File: config.mk
export PLATFORM = sky130hd
export DESIGN_NAME = xy_route_stage
export DESIGN_NICKNAME = d
export VERILOG_FILES = /design/src/rtl/xy_route_stage.sv
export SDC_FILE = /design/constraint.sdc
export NUM_CORES = 1
export LEC_CHECK = 0
export CORE_ASPECT_RATIO = 1.75
export CORE_MARGIN = 1.5
export CORE_UTILIZATION = 46
export DETAILED_ROUTE_END_ITERATION = 7
export PLACE_DENSITY = 0.76
export SYNTH_ARGS = -nofsm -noshare
export SYNTH_HDL_FRONTEND = slang
export SYNTH_SLANG_ARGS = --single-unit
File: constraint.sdc
create_clock -name clk -period 1.5 [get_ports clk]
set_input_delay 0.3 -clock clk [delete_from_list [all_inputs] [get_ports clk]]
set_output_delay 0.3 -clock clk [all_outputs]
set_load 0.01 [all_outputs]
File: src/rtl/xy_route_stage.sv
`default_nettype none
// +-----------------------------------------------------------------------+
// | Module      : xy_route_stage                                          |
// | Description : XY route computation with per-packet port lock and a   |
// |               2-entry {sel, flit} FIFO feeding the output demux.      |
// | Revision    : 1.0 - initial release                                   |
// +-----------------------------------------------------------------------+
module xy_route_stage #(
    parameter int DATA_W  = 32,
    parameter int COORD_W = 4
) (
    input  logic               clk,
    input  logic               rst_n,
    input  logic [COORD_W-1:0] cur_x,
    input  logic [COORD_W-1:0] cur_y,
    input  logic [DATA_W-1:0]  in_flit,
    input  logic               in_valid,
    output logic               in_ready,
    output logic [DATA_W-1:0]  out_flit,
    output logic [2:0]         out_sel,
    output logic               out_valid,
    input  logic               out_ready,
    output logic               err
);

    localparam logic [0:0] c_st_idle   = 1'b0;
    localparam logic [0:0] c_st_in_pkt = 1'b1;

    localparam logic [1:0] c_type_body   = 2'b00;
    localparam logic [1:0] c_type_head   = 2'b01;
    localparam logic [1:0] c_type_tail   = 2'b10;
    localparam logic [1:0] c_type_single = 2'b11;

    localparam logic [2:0] c_port_local = 3'b000;
    localparam logic [2:0] c_port_north = 3'b001;
    localparam logic [2:0] c_port_east  = 3'b010;
    localparam logic [2:0] c_port_south = 3'b011;
    localparam logic [2:0] c_port_west  = 3'b100;

    logic [0:0]         r_state;
    logic [2:0]         r_route;
    logic [1:0]         r_cnt;
    logic               r_wptr;
    logic               r_rptr;
    logic               r_err;
    logic [DATA_W-1:0]  r_mem_flit [2];
    logic [2:0]         r_mem_sel  [2];

    logic [1:0]         w_type;
    logic [COORD_W-1:0] w_dst_x;
    logic [COORD_W-1:0] w_dst_y;
    logic [2:0]         w_route;
    logic               w_accept;
    logic               w_push;
    logic               w_pop;
    logic [2:0]         w_push_sel;
    logic               w_err;
    logic [0:0]         w_nxt_state;
    logic [2:0]         w_nxt_route;

    assign w_type   = in_flit[DATA_W-1:DATA_W-2];
    assign w_dst_x  = in_flit[2*COORD_W-1:COORD_W];
    assign w_dst_y  = in_flit[COORD_W-1:0];

    assign in_ready  = (r_cnt != 2'd2);
    assign out_valid = (r_cnt != 2'd0);
    assign out_flit  = r_mem_flit[r_rptr];
    assign out_sel   = r_mem_sel[r_rptr];
    assign err       = r_err;

    assign w_accept = in_valid & in_ready;
    assign w_pop    = out_valid & out_ready;

    // Dimension-ordered routing: resolve X first, then Y.
    always_comb begin
        w_route = c_port_local;
        if (w_dst_x > cur_x)
            w_route = c_port_east;
        else if (w_dst_x < cur_x)
            w_route = c_port_west;
        else if (w_dst_y > cur_y)
            w_route = c_port_north;
        else if (w_dst_y < cur_y)
            w_route = c_port_south;
    end

    always_comb begin
        w_push      = 1'b0;
        w_push_sel  = w_route;
        w_err       = 1'b0;
        w_nxt_state = r_state;
        w_nxt_route = r_route;
        if (w_accept) begin
            case (r_state)
                c_st_idle: begin
                    case (w_type)
                        c_type_head: begin
                            w_push      = 1'b1;
                            w_nxt_route = w_route;
                            w_nxt_state = c_st_in_pkt;
                        end
                        c_type_single: w_push = 1'b1;
                        default:       w_err  = 1'b1;
                    endcase
                end
                default: begin
                    case (w_type)
                        c_type_body: begin
                            w_push     = 1'b1;
                            w_push_sel = r_route;
                        end
                        c_type_tail: begin
                            w_push      = 1'b1;
                            w_push_sel  = r_route;
                            w_nxt_state = c_st_idle;
                        end
                        c_type_head: begin
                            // Unterminated packet: start the new one anyway.
                            w_push      = 1'b1;
                            w_err       = 1'b1;
                            w_nxt_route = w_route;
                        end
                        default: begin
                            w_push      = 1'b1;
                            w_err       = 1'b1;
                            w_nxt_state = c_st_idle;
                        end
                    endcase
                end
            endcase
        end
    end

    always_ff @(posedge clk or negedge rst_n) begin
        if (!rst_n) begin
            r_state       <= c_st_idle;
            r_route       <= c_port_local;
            r_err         <= 1'b0;
            r_cnt         <= 2'd0;
            r_wptr        <= 1'b0;
            r_rptr        <= 1'b0;
            r_mem_flit[0] <= '0;
            r_mem_flit[1] <= '0;
            r_mem_sel[0]  <= c_port_local;
            r_mem_sel[1]  <= c_port_local;
        end else begin
            r_state <= w_nxt_state;
            r_route <= w_nxt_route;
            r_err   <= w_err;
            if (w_push) begin
                r_mem_flit[r_wptr] <= in_flit;
                r_mem_sel[r_wptr]  <= w_push_sel;
                r_wptr             <= ~r_wptr;
            end
            if (w_pop)
                r_rptr <= ~r_rptr;
            case ({w_push, w_pop})
                2'b10:   r_cnt <= r_cnt + 2'd1;
                2'b01:   r_cnt <= r_cnt - 2'd1;
                default: r_cnt <= r_cnt;
            endcase
        end
    end

endmodule
`default_nettype wire

==> summary.txt, run 1 <==
Finish
  • Area growth syn-to-layout: 79.60%
  • Most frequent cells in the layout: 78 x dfrtp_1, 62 x buf_6, 46 x nand2_2, 43 x mux2_4, 38 x buf_4
  • Final-layout fill cell count: 363
  • Ant diodes: 0
  • Commonest non-fill, non-tap cell in the layout: dfrtp_1
  • Ratio of cells with drive above 1 in the final layout: 62.45%
  • Final Instance Area: 0.006798 sq mm
  • Final std cells w/o fill: 604
  • NumNets Final: 562

Timing
  • Fin. Hold Viols: 0
  • Tmin final: 1.865 ns
  • RSZ-0062 raised after global routing: true
  • Fmax: 536.2 MHz
  • Slew HR: 73.55%
  • Tightest hold margin: 0.4364 ns
  • Setup WS post-layout: -0.3650 ns
  • Endpoints failing setup: about 100
  • Tcrit/Tclk final: 124.3%
  • Clock skew: between 0.01 and 0.015 ns
  • Max-slew violations: 0
  • Worst-margin pin slew: 0.3967 ns

Status
  • Outcome: complete, but fails checks
  • Failing checks: DRC, setup timing

Power
  • PwrDens: 2328 mW/mm^2
  • Worst VDD drop: between 1.5 and 2 mV
  • Tot Pwr: 0.01582 W
  • Pleak: around 3.3 nW

Place
  • RD Place Congestion: 0.8157
  • Placed insts: about 540
  • DP Area: about 0.0050 sq mm
  • Dpl hpwl: 6599 microns
  • Pre-CTS setup slack: -0.6019 ns
  • Buffers on Ports: 81

CTS
  • CTS root buf: clkbuf_16
  • TritonCTS Buffers: 9
  • Clk buf depth: 2
  • H-tree depth: 3
  • Clk pin slew, worst setup/hold paths: 0.07 ns
  • TritonCTS clock tree: built
  • Later-pin clock latency in the skew report: 0.34 ns
  • Sink Count: ~80

Setup path
  • CP max stage cell: dfrtp_2
  • Critical path arrival: roughly 1.6 ns
  • CP Class: flop to output port
  • Crit-path cells: buf_8, clkbuf_16, mux2_4, buf_6
  • CP startpoint kind: flop
  • Buf/Inv on CP: 3
  • Critical Path Stages: 4
  • Worst reg2reg startpoint: r_cnt[0]
  • CP Data Required Time: 1.20 ns
  • R2R cell count: 8
  • Critical-path maximum fanout: 4
  • Worst setup startpoint: r_rptr
  • CP peak stage delay: 0.45 ns
  • Crit path max-delay family: buffers and inverters
  • Worst setup EP type: output port

Synthesis
  • Distinct cells, synth: 42
  • Syn nets: roughly 400
  • Sequential fraction of the synthesis area: 52.23%
  • Synth Warn #: 0
  • Fraction of registers with async set or reset after synthesis: 100.0%
  • Top_reg_cell synth: dfrtp_1
  • Seq cells post-synth: 79
  • Post-synth EDFFs: 0
  • Syn_area_per_cell: 10.97 sq um
  • Synthesized instance count: ~350
  • Post-Syn Area: 0.003785 sq mm

Floorplan
  • Initial core utilization: 47.53%
  • Chip Width: about 72 microns
  • DIE AREA: 0.008803 sq mm
  • # rows: 43
  • Die Ht: 123.0 microns
  • Core area: around 0.0080 sq mm
  • # IOs: 82

Drt
  • DRC violations left: 7
  • DRT iter0 DRCs: approximately 270
  • Drt total wl: roughly 15000 microns
  • DR WL/cell: 24.84 microns
  • Routed Antenna Nets: 0
  • Drt via density: 5.874
  • Vias: 3548
  • Total iterations of the first detailed-routing run: 8

Global routing
  • Global-route wire length before repair: 20300 microns
  • Vias in the first global route: 3767
  • GRT Residual Overflow: 0
  • Initial antenna violation count: 0
  • Pin count of the biggest net entering global routing: 36
  • Tot GR Track Use: 31.07%

Flow run
  • Number of max-cap violations: 0

Hold path
  • Worst Hold Class: input pin to async pin
## power breakdown
part	switching, W	internal (W)	leakage, nW
logic	0.00370	0.00548	2.19
clock network	0.000918	0.00168	0.170
registers	0.000890	0.00316	0.966
## layer usage
layer	vias up	routed length [microns]	global-route usage [%]	share of wire [%]
met5	-	0	0	0
met4	0	633	15.57	4.2
met3	50	694	5.134	4.6
met2	174	8424	56.95	56
met1	1818	5252	34.10	35
li1	1506	-	-	-
## per-stage QoR
step                setup TNS, ns  utilization (%)
floorplan                -0.06596                -
global placement           -37.11            62.84
detailed placement         -38.28            62.84
CTS                        -13.58            79.78
global route               -21.19            85.37
finish                     -17.27            85.37
## final timing paths
path                            slack, ns              to
max in group asynchronous            0.48  r_mem_flit[25]
worst min-delay path                 0.44   r_mem_flit[6]
worst max register to register      -0.16  r_mem_flit[42]
worst min register to register       0.50  r_mem_flit[60]
worst max-delay path                -0.37    out_flit[19]
min in group clk                     0.44  r_mem_flit[36]
## layout make-up
type,instances,area (sq um),area share [%]
clock buffers,11,242.7,3.571
clock inverters,5,103.9,1.528
inverters,14,52.55,0.7731
multi-input cells,236,2366,34.81
flip-flops and latches,79,1978,29.10
well taps,90,112.6,1.657
repair buffers,169,1942,28.57
## state kept, by name (all words and copies together), names as in the netlist
signal / count
r_rptr: 1
err: 1
r_cnt: 2
r_route: 3
r_wptr: 1
r_state: 1
r_mem_sel: 6
r_mem_flit: 64
## cell families (layout without fill, tap and decap cells)
group | after synthesis | count (layout) | share of synthesized area, %
adders and majority gates | 9 | 9 | 2.975
and+or+nand+nor | 125 | 125 | 14.28
buffers and inverters | 30 | 199 | 4.132
xor gates and xnor gates | 4 | 4 | 0.9258
AOI/OAI and AO/OA | 31 | 31 | 5.520
DFF | 79 | 79 | 52.23
muxes | 67 | 67 | 19.93
## cell usage after synthesis (2+ instances only)
master,n,share of area [%]
nand2_1,102,10
dfrtp_1,79,52
mux2_2,61,18
inv_1,13,1.3
ha_1,9,3.0
o21ai_0,9,1.2
mux2_1,6,1.8
buf_2,5,0.66
a31oi_1,4,0.66
buf_4,4,0.79
clkbuf_1,4,0.40
nand4_1,4,0.66
a21oi_1,3,0.40
buf_6,3,0.89
nand3_1,3,0.40
a21o_1,2,0.40
nand2b_1,2,0.33
nor2_1,2,0.20
o211ai_1,2,0.40
o21bai_1,2,0.40
o31a_1,2,0.46
o31ai_1,2,0.40
xnor2_1,2,0.46
xor2_1,2,0.46
## timing repair
| action | in CTS | in global routing |
|---|---|---|
| hold buffers | 1 | 0 |
| hold endpoints to repair | 26 | 0 |
| gates resized for setup | 325 | 121 |
| buffers inserted | 29 | 11 |
| setup endpoints to repair | 107 | 113 |
| pin swaps | 81 | 54 |
| gates cloned | 10 | 1 |
No activity file was read; power rests on OpenSTA's default activity.
==> run 2, diff against run 1 <==
CTS_CLUSTER_DIAMETER = 80   (was default)
==> results of run 2 <==
The final DEF is identical to that of run 1; final timing and power are the same.
==> run 3, diff against run 2 <==
CORE_UTILIZATION = 50   (was 46)
PLACE_DENSITY = 0.79   (was 0.76)
clock period = 2.35 ns   (was 1.5 ns; I/O delays follow)
==> run 3 against run 2 <==
  * The run now ends clean
  * Routed wire length fell by 43%
  * Register-to-register slack improved by 0.75 ns
  * Clock-buffer cell count did not move
  * Global-route usage fell by 8.4 points
  * Sequential share of layout area rose by 9.9 points
  * Critical path depth fell by 1
  * Sequential power fell by 42%
  * Critical path type unchanged
==> summary.txt, run 3 (synthesis gave the netlist of run 1 again) <==
Status
  • Outcome: finished clean (was complete, but fails checks)

CTS
  • H-tree depth: 3 (unchanged)
  • Post CTS Setup Buffer Count: 0 (was 29)
  • Sink Count: 79 (unchanged)
  • TritonCTS Buffers: 9 (unchanged)
  • Clk pin slew, worst setup/hold paths: 0.06 ns (was 0.07 ns)
  • TritonCTS clock tree: built (unchanged)
  • Clk buf depth: 2 (unchanged)
  • Later-pin clock latency in the skew report: 0.33 ns (was 0.34 ns)
  • CTS root buf: clkbuf_16 (unchanged)

Timing
  • Fmax: around 430 MHz
  • Worst-margin pin slew: 0.5544 ns (was 0.3967 ns)
  • Slew HR: 63.04% (was 73.55%)
  • Tmin final: 2.304 ns
  • Endpoints failing setup: 0 (was 102)
  • Tcrit/Tclk final: 98.05%
  • Setup WS post-layout: 0.04574 ns (was -0.3650 ns)
  • Max-slew violations: 0 (unchanged)
  • Fin. Hold Viols: 0 (unchanged)
  • RSZ-0062 raised after global routing: false (was true)
  • Clock skew: 0.003750 ns (was 0.01308 ns)

Floorplan
  • Chip Width: 68.77 microns (was 71.57 microns)
  • Die Ht: 118.1 microns (was 123.0 microns)
  • DIE AREA: 0.008121 sq mm (was 0.008803 sq mm)
  • Initial core utilization: 51.96% (was 47.53%)
  • # rows: 41 (was 43)
  • # IOs: 82 (unchanged)
  • Core area: 0.007284 sq mm (was 0.007963 sq mm)

Place
  • Buffers on Ports: 81 (unchanged)
  • RD Place Congestion: 0.8128 (was 0.8157)
  • Pre-CTS setup slack: -0.01798 ns (was -0.6019 ns)
  • Dpl hpwl: 6012 microns (was 6599 microns)
  • DP Area: 0.004766 sq mm (was 0.005004 sq mm)

Finish
  • Largest register FFs: 64 (unchanged)
  • Ratio of cells with drive above 1 in the final layout: 22.50% (was 62.45%)
  • Largest Register: r_mem_flit (unchanged)
  • Regs by FF count: r_mem_flit: 64 flops, r_mem_sel: 6 flops, r_route: 3 flops (unchanged)
  • Commonest non-fill, non-tap cell in the layout: nand2_1 (was dfrtp_1)
  • Ant diodes: 0 (unchanged)
  • Most frequent cells in the layout: 102 x nand2_1, 80 x clkdlybuf4s50_1, 79 x dfrtp_1, 61 x mux2_2, 13 x inv_1 (was 78 x dfrtp_1, 62 x buf_6, 46 x nand2_2, 43 x mux2_4, 38 x buf_4)
  • Final Instance Area: 0.005071 sq mm (was 0.006798 sq mm)
  • NumNets Final: 489 (was 562)
  • Utilization after layout: 69.62% (was 85.37%)
  • Area growth syn-to-layout: 33.98% (was 79.60%)

Setup path
  • Critical-path maximum fanout: 11 (was 4)
  • Worst setup EP type: output port (unchanged)
  • CP startpoint kind: flop (unchanged)
  • CP Data Required Time: 1.88 ns (was 1.20 ns)
  • CP Class: flop to output port (unchanged)
  • R2R cell count: 5 (was 8)
  • Setup slack, reg-to-reg: 0.59 ns (was -0.16 ns)
  • Worst reg2reg startpoint: r_cnt[1] (was r_cnt[0])
  • Critical path arrival: 1.83 ns (was 1.57 ns)
  • R2r endpoint: r_mem_flit[14] (was r_mem_flit[42])

Hold path
  • Worst Hold Class: input pin to async pin (unchanged)

Power
  • PwrDens: 1381 mW/mm^2 (was 2328 mW/mm^2)
  • Pleak: 2.353 nW (was 3.330 nW)
  • Seq pwr share: 33.7% (was 25.6%)
  • Worst VDD drop: 0.7630 mV (was 1.595 mV)
  • Combinational share of power: 46.8% (was 58.0%)
  • Clk pwr share: 19.5% (was 16.4%)
  • Cell-internal power: 0.004761 W (was 0.01031 W)
  • Psw: 0.002242 W (was 0.005510 W)
  • Switching part of the total: 32.01% (was 34.82%)
  • Tot Pwr: 0.007003 W (was 0.01582 W)

Flow run
  • Number of max-cap violations: 0 (unchanged)

Global routing
  • GRT Residual Overflow: 0 (unchanged)
  • Met2 usage: 37.98% (was 56.95%)
  • Initial antenna violation count: 0 (unchanged)
  • Vias in the first global route: 2900 (was 3767)
  • Grt met1 use: 26.47% (was 34.10%)
  • Routing usage on met3: 4.589% (was 5.134%)
  • Global-route wire length before repair: 13790 microns (was 20300 microns)
  • Pin count of the biggest net entering global routing: 42 (was 36)
  • GR peak layer: met2 (unchanged)
  • Tot GR Track Use: 22.72% (was 31.07%)

Drt
  • DRT iter0 DRCs: 157 (was 273)
  • Drt via density: 5.386 (was 5.874)
  • Routed Antenna Nets: 0 (unchanged)
  • Vias: 2833 (was 3548)
  • DR WL/cell: 16.16 microns (was 24.84 microns)
  • Total iterations of the first detailed-routing run: 4 (was 8)
  • DRC violations left: 0 (was 7)
  • Drt total wl: 8498 microns (was 15000 microns)
run 3: changes by cell type in the layout (fill, tap and decap cells not counted), moves of 16 or more:
cell and delta:
nand2_1 +75, nand2_4 -29, dlygate4sd2_1 -16, mux2_4 -43, buf_4 -27, buf_6 -62, nand2_2 -46, mux2_2 +37
clkdlybuf4s50_1 +54
run 3: what timing repair did:
| item | 4_1_cts | 5_1_grt |
|---|---|---|
| gates resized for setup | 1 | 1 |
| hold buffers | 0 | 0 |
| setup endpoints to repair | 18 | 3 |
| cloned | 0 | 0 |
| hold endpoints to repair | 0 | 0 |
run 3: final cells by class:
| cell class | count | area (sq um) |
|---|---|---|
| Multi-Input combinational cell | 236 | 1658 |
| Sequential cell | 79 | 1977 |
| Clock inverter | 4 | 45.04 |
| Clock buffer | 11 | 252.7 |
| Inverter | 14 | 52.55 |
| Tap cell | 86 | 107.6 |
| Fill cell | 550 | 2213 |
| Timing Repair Buffer | 96 | 978.4 |
run 3: power groups by stage:
stage	registers, W	clock network (W)	logic [W]
after floorplan	0.00226	0	0.00192
after global placement	0.00233	0	0.00322
after detailed placement	0.00237	0	0.00327
after CTS	0.00235	0.00139	0.00331
after global routing	0.00244	0.00145	0.00356
final	0.00236	0.00137	0.00328
run 3: how the worst max path moves through the flow:
stage | start | end | slack [ns] | cells after the start
after floorplan | cur_x[3] | r_mem_sel[0] | 0.56 | 6
after global placement | cur_y[3] | r_mem_sel[0] | 0.02 | 7
after detailed placement | cur_y[1] | r_mem_sel[0] | -0.02 | 7
after CTS | r_rptr | out_flit[6] | 0.03 | 3
after global routing | r_rptr | out_flit[10] | 0.01 | 3
final | r_rptr | out_sel[0] | 0.05 | 3
run 3: metrics by stage:
step	setup TNS, ns	hold WS, ns	std cells
floorplan	0	0.1744	345
global placement	0	0.4533	511
detailed placement	-0.01798	0.4590	511
CTS	0	0.1410	526
global route	0	0.1703	526
finish	0	0.1239	526
run 3: worst max-delay path: stages, from the launching register on:
cell and delay, ns:
dfrtp_1 0.38, buf_4 0.23, mux2_2 0.37, clkdlybuf4s50_1 0.52
run 3: routing by layer:
metal / wire length (microns) / share of wire (%)
met2: 4575 / 54
met3: 294 / 3.5
met1: 3358 / 40
met5: 0 / 0
met4: 270 / 3.2
